File: config.mk
export PLATFORM = sky130hd
export DESIGN_NAME = max_pool_layer_flat
export DESIGN_NICKNAME = d
export VERILOG_FILES = /design/src/rtl/max_pool_layer_if.sv /design/src/rtl/max_pool_layer.sv /design/src/flat_wrapper.sv
export SDC_FILE = /design/constraint.sdc
export NUM_CORES = 1
export LEC_CHECK = 0
export CAP_MARGIN = 20
export CORE_AREA = 2 2 214 268
export CTS_CLUSTER_DIAMETER = 150
export CTS_CLUSTER_SIZE = 8
export DETAILED_ROUTE_END_ITERATION = 7
export DIE_AREA = 0 0 216 270
export GPL_TIMING_DRIVEN = 1
export PLACE_DENSITY = 0.79
export SLEW_MARGIN = 40
export SYNTH_ARGS = -nofsm -noshare
export SYNTH_HDL_FRONTEND = slang
export SYNTH_SLANG_ARGS = --single-unit
File: constraint.sdc
create_clock -name clk -period 28.6 [get_ports clk]
set_input_delay 5.72 -clock clk [delete_from_list [all_inputs] [get_ports clk]]
set_output_delay 5.72 -clock clk [all_outputs]
set_load 0.01 [all_outputs]
File: src/rtl/max_pool_layer_if.sv
// max_pool_layer_if: pixel stream bus between a producer and the max pool layer
// Signals: input_data/input_valid carry incoming pixels, output_data/valid carry
// pooled pixels back out. Modports: master = upstream side, slave = pooling layer.
interface max_pool_layer_if #(
  parameter int WIDTH    = 16,
  parameter int CHANNELS = 5
);
  logic [CHANNELS*WIDTH-1:0] input_data;
  logic                      input_valid;
  logic [CHANNELS*WIDTH-1:0] output_data;
  logic                      valid;
  modport master (output input_data, input_valid, input output_data, valid);
  modport slave  (input input_data, input_valid, output output_data, valid);
endinterface

File: src/rtl/max_pool_layer.sv
// max_pool_layer: 2x2 stride-2 signed max pooling over a raster-order pixel stream
// Ports: clk, rst (async, active-high), clk_en (freezes all state when low),
// bus (slave): input_data/input_valid in, output_data/valid (one-cycle pulse) out.
// Optional: define MAX_POOL_RELU_EN to clamp negative pooled channels to zero.
module max_pool_layer #(
  parameter int WIDTH        = 16,
  parameter int CHANNELS     = 5,
  parameter int IMAGE_WIDTH  = 15,
  parameter int IMAGE_HEIGHT = 7
) (
  input logic             clk,
  input logic             rst,
  input logic             clk_en,
  max_pool_layer_if.slave bus
);
  localparam int DW = CHANNELS * WIDTH;
  localparam int CW = IMAGE_WIDTH > 1 ? $clog2(IMAGE_WIDTH) : 1;
  localparam int RW = IMAGE_HEIGHT > 1 ? $clog2(IMAGE_HEIGHT) : 1;
  localparam int LB = IMAGE_WIDTH / 2 > 0 ? IMAGE_WIDTH / 2 : 1;
  localparam int LW = LB > 1 ? $clog2(LB) : 1;
  logic [CW-1:0] col;
  logic [RW-1:0] row;
  logic [DW-1:0] hold, pair, pooled, out_q;
  logic [DW-1:0] linebuf [LB];
  logic [LW-1:0] idx;
  logic          valid_q, accept, col_last;
  assign accept   = clk_en && bus.input_valid;
  assign col_last = col == CW'(IMAGE_WIDTH - 1);
  assign idx      = LW'(col >> 1);
  // A trailing odd column always lands on an even col and a trailing odd row on an
  // even row, so neither ever reaches the output and needs no special handling.
  for (genvar c = 0; c < CHANNELS; c++) begin : g_ch
    logic signed [WIDTH-1:0] h, x, l, p, m;
    assign h = hold[c*WIDTH +: WIDTH];
    assign x = bus.input_data[c*WIDTH +: WIDTH];
    assign l = linebuf[idx][c*WIDTH +: WIDTH];
    assign p = h > x ? h : x;
    assign m = l > p ? l : p;
    assign pair[c*WIDTH +: WIDTH] = p;
`ifdef MAX_POOL_RELU_EN
    assign pooled[c*WIDTH +: WIDTH] = m[WIDTH-1] ? '0 : m;
`else
    assign pooled[c*WIDTH +: WIDTH] = m;
`endif
  end
  always_ff @(posedge clk or posedge rst) begin
    if (rst) begin
      col     <= '0;
      row     <= '0;
      hold    <= '0;
      out_q   <= '0;
      valid_q <= 1'b0;
    end else if (clk_en) begin
      valid_q <= accept && col[0] && row[0];
      if (accept) begin
        col <= col_last ? '0 : col + 1'b1;
        if (col_last) row <= row == RW'(IMAGE_HEIGHT - 1) ? '0 : row + 1'b1;
        if (!col[0]) hold <= bus.input_data;
        if (col[0] && row[0]) out_q <= pooled;
      end
    end
  end
  // Every entry is rewritten on the even row before the odd row reads it, so no reset.
  always_ff @(posedge clk) begin
    if (accept && col[0] && !row[0]) linebuf[idx] <= pair;
  end
  assign bus.output_data = out_q;
  assign bus.valid       = valid_q;
endmodule

File: src/flat_wrapper.sv
// flat-port wrapper written by rule: the top's interface ports become plain ports
module max_pool_layer_flat 
#(
  parameter int WIDTH        = 16,
  parameter int CHANNELS     = 5,
  parameter int IMAGE_WIDTH  = 15,
  parameter int IMAGE_HEIGHT = 7
)
  (clk, rst, clk_en, bus_input_data, bus_input_valid, bus_output_data, bus_valid);
  max_pool_layer_if #(.WIDTH(WIDTH), .CHANNELS(CHANNELS)) bus_i ();
  input logic clk;
  input logic rst;
  input logic clk_en;
  input wire logic [$bits(bus_i.input_data)-1:0] bus_input_data;
  input wire logic [$bits(bus_i.input_valid)-1:0] bus_input_valid;
  output wire logic [$bits(bus_i.output_data)-1:0] bus_output_data;
  output wire logic [$bits(bus_i.valid)-1:0] bus_valid;
  assign bus_i.input_data = bus_input_data;
  assign bus_i.input_valid = bus_input_valid;
  assign bus_output_data = bus_i.output_data;
  assign bus_valid = bus_i.valid;
  max_pool_layer #(.WIDTH(WIDTH), .CHANNELS(CHANNELS), .IMAGE_WIDTH(IMAGE_WIDTH), .IMAGE_HEIGHT(IMAGE_HEIGHT)) u_core (.clk(clk), .rst(rst), .clk_en(clk_en), .bus(bus_i));
endmodule
==> impl_metrics.yaml, run 1 <==
placement:
  gp_congestion: 0.864
  port_buffers: 164
  pre_cts_slack_ns: 17.48
  dp_hpwl_mm: 49.1
  post-place-cells: 3361
  place_area_mm2: 0.0355
status:
  status: "complete, no violations"
logic_synthesis:
  synthAdderAreaFrac: 0.0605
  synth-simple-area-share: 0.0716
  synth_xor_area_frac: 0
  synth_fp_nets: 2794
  synth_seq_cells: 728
  synthArstFlopShare: 0.231
  ys_warn_count: 0
  yosys_most_used_dff: "edfxtp_1"
  synth_top_family_by_area: "compound AO/OA/AOI/OAI gates"
  synth_cell_types: 62
  synth.cell_area_mm2: 0.0331
  synth.area.mux_share: 0.0780
  syn_inst: 2550
  synth_seq_area_share: 0.635
  synth_compound_area_frac: 0.119
  synth_edf_count: 560
  syn_avg_cell_area_um2: 13.0
routing:
  vias_per_cell: 6.21
  drt-total-wl_mm: 80.5
  wl_per_cell_um: 22.7
  via_count: 22100
  first_pass_iters: 8
  top_layer: "met4"
  dr_wl_met3_mm: 5.53
  drc_errors: 0
  ant_nets: 0
  wl_met1_mm: 31.5
  wl_met2_mm: 41.2
  drt_first_iter_violations: 2218
sta:
  fin_skew_ns: 0.0476
  post-route-period-util: 0.363
  fmax_ghz: 0.0964
  slew_headroom: 0.464
  fin_tns_setup_ns: 0
  finalHoldViolCount: 0
  setup_viol: 0
  period_minus_slack_ns: 10.38
  rsz0062_at_grt: "no"
  tightest_slew_ns: 0.804
  layout_setup_ws_ns: 18.22
  report.final.slew_viol_count: 0
setup_path:
  reg2reg_depth: 14
  cp.arrival_ns: 10.96
  cpMaxStageDelayCell: "or4_1"
  path_depth: 18
  path_class: "primary input to flop"
  crit_family: "compound AO/OA/AOI/OAI gates"
  worstPathCellList: "clkdlybuf4s50_1, inv_1, ha_1, a21o_1, a2111oi_2, o31ai_1, o31ai_4, buf_4, mux2_2, inv_1, ha_1, nand4_1, or4_1, a21oi_1, a2111o_1, mux2_2, or3_1, nand3_1"
  cp_max_fo: 17
  critical_path_buf_inv_count: 4
  slowest_delay_ns: 0.57
  worst_setup_path_end_kind: "flop"
  worstPathRequired_ns: 29.18
  critPathLaunchType: "primary input"
global_route:
  grt_usage: 0.272
  grt_pass1_wl_mm: 123
  grt_antenna_before_repair: 2
  overflow: 0
  grt_pass1_vias: 22400
  grt_max_degree: 98
layout:
  mostFrequentLayoutCells: "edfxtp_1 (560), nand2_1 (296), o21ai_0 (205), dfrtp_1 (165), clkdlybuf4s50_1 (164)"
  regArea_mm2: 0.0210
  area_growth_pct: 16.4
  nets: 2966
  final_cells: 3551
  fillers: 3786
  drive_gt1_frac: 0.102
  finalInstanceArea_mm2: 0.0385
  multi_input_area_mm2: 0.0110
  final_common_cell: "edfxtp_1"
power:
  total_power_w: 0.00417
  ir_drop_mv: 0.0624
  p_per_area_mw_per_mm2: 108
  cellLeakagePower_nw: 14.7
clock_network:
  clockBufferDepth: 3
  clkSlewWorstSetupHoldPaths_ns: 0.05
  post_cts_buffers: 0
  ctsHoldBuffers: 0
  clkLatencyLatePin_ns: 0.67
  cts_root_buffer: "clkbuf_16"
  htree_num_levels: 3
  cts_buffers: 100
  ctsResizeCount: 0
  cts_tree: "yes"
  cts_sinks: 728
floorplan:
  row_count: 97
  die_y_um: 270
  io_pins: 165
  start_util: 0.593
  die_w_um: 216
  core_mm2: 0.0558
  die_area_mm2: 0.0583
hold_path:
  min_path_cells: 2
  hold_path.class: "flop to flop"
run:
  maxCapViolations: 0
stage by stage:
stage / utilization / hold slack (ns)
2_1_floorplan: - / 0.470
3_3_place_gp: 0.635 / 0.461
3_5_place_dp: 0.636 / 0.471
4_1_cts: 0.689 / 0.482
5_1_grt: 0.690 / 0.523
6_report: 0.690 / 0.477
cell families after synthesis:
family | Yosys count
AO/OA/AOI/OAI | 610
flip-flops | 728
adder cells (fa/ha/maj) | 160
multiplexers | 220
buffers and inverters | 293
AND/OR/NAND/NOR | 539
synthesized netlist by cell type (all sizes together) (5+ instances only):
cell type    n  area (um^2)
edfxtp     560        16800
o211ai      30          225
nand3       39          195
dfrtp      168         4200
a31oi       33          213
buf         58          302
ha         160         2000
mux4        19          428
a311oi      15          131
clkbuf      79          297
a22oi       42          315
a22o        14          123
nand4       36          225
a21oi      116          581
a221oi      15          131
nor2b       14         87.6
nand2      296         1110
a211oi       8         60.1
a21o        14          105
o21a         5         37.5
o21ai      222         1110
mux2        85          991
nand2b      14         87.6
mux2i      116         1160
o221ai       5         43.8
nor3         6         30.0
o22ai        9         56.3
a222oi      14          140
inv        156          586
o31ai       11          101
a221o       35          350
nor2        89          334
a2111oi      8         77.6
or2          8         50.1
and2        19          119
registers in the layout (all words and copies together), names as in the netlist:
name and flops:
u_core.linebuf 560, u_core.col 4, u_core.bus.output_data 80, u_core.bus.valid 1
u_core.hold 80, u_core.row 3
per-layer routing:
layer | GRT usage | vias up
met5 | 0 | -
met4 | 0.108 | 0
met3 | 0.0360 | 179
met2 | 0.470 | 966
met1 | 0.349 | 10900
li1 | - | 9968
cell type report:
cell class                 instances  share of cell area
sequential                       728               0.546
clock buffer                     183              0.0742
antenna                            1           0.0000650
clock inverter                     5             0.00273
inverter                         156              0.0154
tap                              742              0.0241
timing repair buffer             207              0.0520
multi-input combinational       1529               0.285
worst min-delay path: cells and delay by family, from the launching register on:
family / cells / cell delay (ns)
flip-flops: 1 / 0.34
AO/OA/AOI/OAI: 1 / 0.06
AND/OR/NAND/NOR: 1 / 0.05
worst paths after layout:
path                                                        start                                endpoint  slack (ns)
setup / recovery                               bus_input_data[29]  u_core.bus.output_data[16]$_DFFE_PP0P_       18.22
hold / removal             u_core.bus.output_data[51]$_DFFE_PP0P_  u_core.bus.output_data[51]$_DFFE_PP0P_        0.48
setup reg to reg                        u_core.col[3]$_DFFE_PP0P_  u_core.bus.output_data[37]$_DFFE_PP0P_       22.66
hold reg to reg            u_core.bus.output_data[51]$_DFFE_PP0P_  u_core.bus.output_data[51]$_DFFE_PP0P_        0.48
max in group asynchronous                                     rst               u_core.col[2]$_DFFE_PP0P_       21.69
min in group asynchronous                                     rst              u_core.hold[0]$_DFFE_PP0P_        5.60
power by group:
group / internal, W / switching (W) / total (W)
clock network: 0.000669 / 0.000440 / 0.00111
registers: 0.00135 / 0.000103 / 0.00145
logic: 0.000639 / 0.000976 / 0.00162
total: 0.00265 / 0.00152 / 0.00417
No activity file was read; power rests on OpenSTA's default activity.
==> run 2, diff against run 1 <==
==> constraint.sdc (replaced) <==
create_clock -name clk -period 9.55 [get_ports clk]
set_input_delay 1.91 -clock clk [delete_from_list [all_inputs] [get_ports clk]]
set_output_delay 1.91 -clock clk [all_outputs]
set_load 0.01 [all_outputs]
==> run 2 against run 1 <==
Clock-buffer cell count shrank 1. Design area grew 0.10%. Routed wire length grew 1.1%. Via count shrank 0.44%. Power grew to 3.0 times the previous value. Die area is the same. Non-clock buffer count grew 3.
==> impl_metrics.yaml, run 2 (same netlist as run 1, synthesis figures left out) <==
sta:
  fin_skew_ns: 0.0217
  tightest_slew_ns: 0.834
  period_minus_slack_ns: 6.44
  fin_tns_setup_ns: 0
  report.final.slew_viol_count: 0
  post-route-period-util: 0.674
  slew_headroom: 0.444
  fmax_ghz: 0.155
  setup_viol: 0
  finalHoldViolCount: 0
  rsz0062_at_grt: "no"
setup_path:
  cp_max_fo: 16
  r2r_slack_ns: 4.05
  critPathLaunchType: "primary input"
  worstPathCellList: "clkdlybuf4s50_1, inv_1, ha_1, nand4_1, a2111oi_0, nor3_1, nor2_2, nand2_1, and2_1, ha_1, a211oi_1, nor2_1, o21ai_0, nand3_1, o31ai_2, and2_1, a31oi_1"
  worst_setup_path_end_kind: "flop"
  reg2reg_from: "u_core.col[3]$_DFFE_PP0P_"
  rr_endpoint: "u_core.bus.output_data[16]$_DFFE_PP0P_"
  cpMaxStageDelayCell: "nor2_2"
  slowest_delay_ns: 0.66
  path_class: "primary input to flop"
  reg2reg_depth: 13
  cp.arrival_ns: 6.91
  worstPathRequired_ns: 10.02
layout:
  largest_register_ffs: 560
  final_cells: 3551
  top_register: "u_core.linebuf"
  area_growth_pct: 16.5
  num_antenna_cells: 0
  drive_gt1_frac: 0.103
  fillers: 3741
  mostFrequentLayoutCells: "edfxtp_1 (560), nand2_1 (296), o21ai_0 (205), dfrtp_1 (165), clkdlybuf4s50_1 (164)"
  final_common_cell: "edfxtp_1"
  nets: 2969
global_route:
  grt_antenna_before_repair: 0
  grt_pass1_vias: 23000
  grt_pass1_wl_mm: 126
  overflow: 0
  grt_max_degree: 88
  grt_usage: 0.279
clock_network:
  cts_buffers: 100
  post_cts_buffers: 0
  ctsResizeCount: 0
  clkSlewWorstSetupHoldPaths_ns: 0.06
  ctsHoldBuffers: 0
  clockBufferDepth: 3
  cts_tree: "yes"
  htree_num_levels: 3
  clkLatencyLatePin_ns: 0.64
  cts_sinks: 728
  cts_root_buffer: "clkbuf_16"
placement:
  port_buffers: 164
  dp_hpwl_mm: 49.7
  post-place-cells: 3365
  gp_congestion: 0.923
routing:
  vias_per_cell: 6.18
  drc_errors: 0
  wl_per_cell_um: 22.9
  via_count: 22000
  ant_nets: 0
  first_pass_iters: 6
  drt-total-wl_mm: 81.3
  drt_first_iter_violations: 1911
status:
  status: "complete, no violations"
floorplan:
  start_util: 0.593
  row_count: 97
  core_mm2: 0.0558
  die_area_mm2: 0.0583
  io_pins: 165
  die_y_um: 270
  die_w_um: 216
hold_path:
  hold_end: "u_core.bus.output_data[49]$_DFFE_PP0P_"
  hold_path.class: "flop to flop"
  hold_start: "u_core.bus.output_data[49]$_DFFE_PP0P_"
  min_path_cells: 2
power:
  cellLeakagePower_nw: 14.7
  p_per_area_mw_per_mm2: 323
  ir_drop_mv: 0.183
run:
  maxCapViolations: 0
==> run 2: where the power goes <==
group / internal (W) / switching (W) / total (W) / leakage, nW
clock network: 0.00198 / 0.00128 / 0.00326 / 1.37
logic: 0.00192 / 0.00290 / 0.00481 / 6.17
registers: 0.00403 / 0.000336 / 0.00437 / 7.15
total: 0.00793 / 0.00452 / 0.0124 / 14.7
==> run 2: metrics by stage <==
step / area, um^2 / worst slack, ns / util / total power (W) / hold slack [ns]
after CTS: 38500 / 3.04 / 0.690 / 0.0124 / 0.494
after global routing: 38500 / 2.73 / 0.690 / 0.0131 / 0.531
after global placement: 35400 / 2.13 / 0.635 / 0.00891 / 0.468
after floorplan: 33100 / 1.04 / - / 0.00757 / 0.470
after detailed placement: 35600 / 2.40 / 0.639 / 0.00914 / 0.480
final: 38500 / 3.11 / 0.690 / 0.0124 / 0.489
==> run 2: area by class of cell <==
class,count,area [um^2],share of cell area
Inverter,156,591,0.0153
Clock inverter,4,57.6,0.00149
Multi-Input combinational cell,1529,11000,0.285
Sequential cell,728,21000,0.546
Timing Repair Buffer,210,2100,0.0546
Tap cell,742,928,0.0241
Clock buffer,182,2830,0.0735
==> run 2: layer usage <==
layer  up-vias  share of wire  track usage  wire (um)
met5         -              0            0          0
met3       186          0.068       0.0463       5550
met1     10800           0.39        0.348      31800
li1       9999              -            -          -
met4         0          0.034        0.126       2800
met2       981           0.51        0.478      41200
==> run 2: worst max-delay path, delay by kind of cell <==
kind                     cells  cell delay [ns]
AO/OA/AOI/OAI                5             1.49
adder cells (fa/ha/maj)      2             0.66
buffers and inverters        2             0.59
AND/OR/NAND/NOR              8             2.25
==> run 2: how the worst max path moves through the flow <==
stage                             from                                     end  slack, ns  cells after the start
finish              bus_input_data[79]  u_core.bus.output_data[74]$_DFFE_PP0P_       3.11                     17
floorplan                       clk_en          u_core.linebuf[0][0]$_DFFE_PP_       1.04                      3
global route        bus_input_data[79]  u_core.bus.output_data[75]$_DFFE_PP0P_       2.73                     17
detailed placement  bus_input_data[29]  u_core.bus.output_data[16]$_DFFE_PP0P_       2.40                     18
global placement    bus_input_data[29]  u_core.bus.output_data[16]$_DFFE_PP0P_       2.13                     17
CTS                 bus_input_data[29]  u_core.bus.output_data[16]$_DFFE_PP0P_       3.04                     18
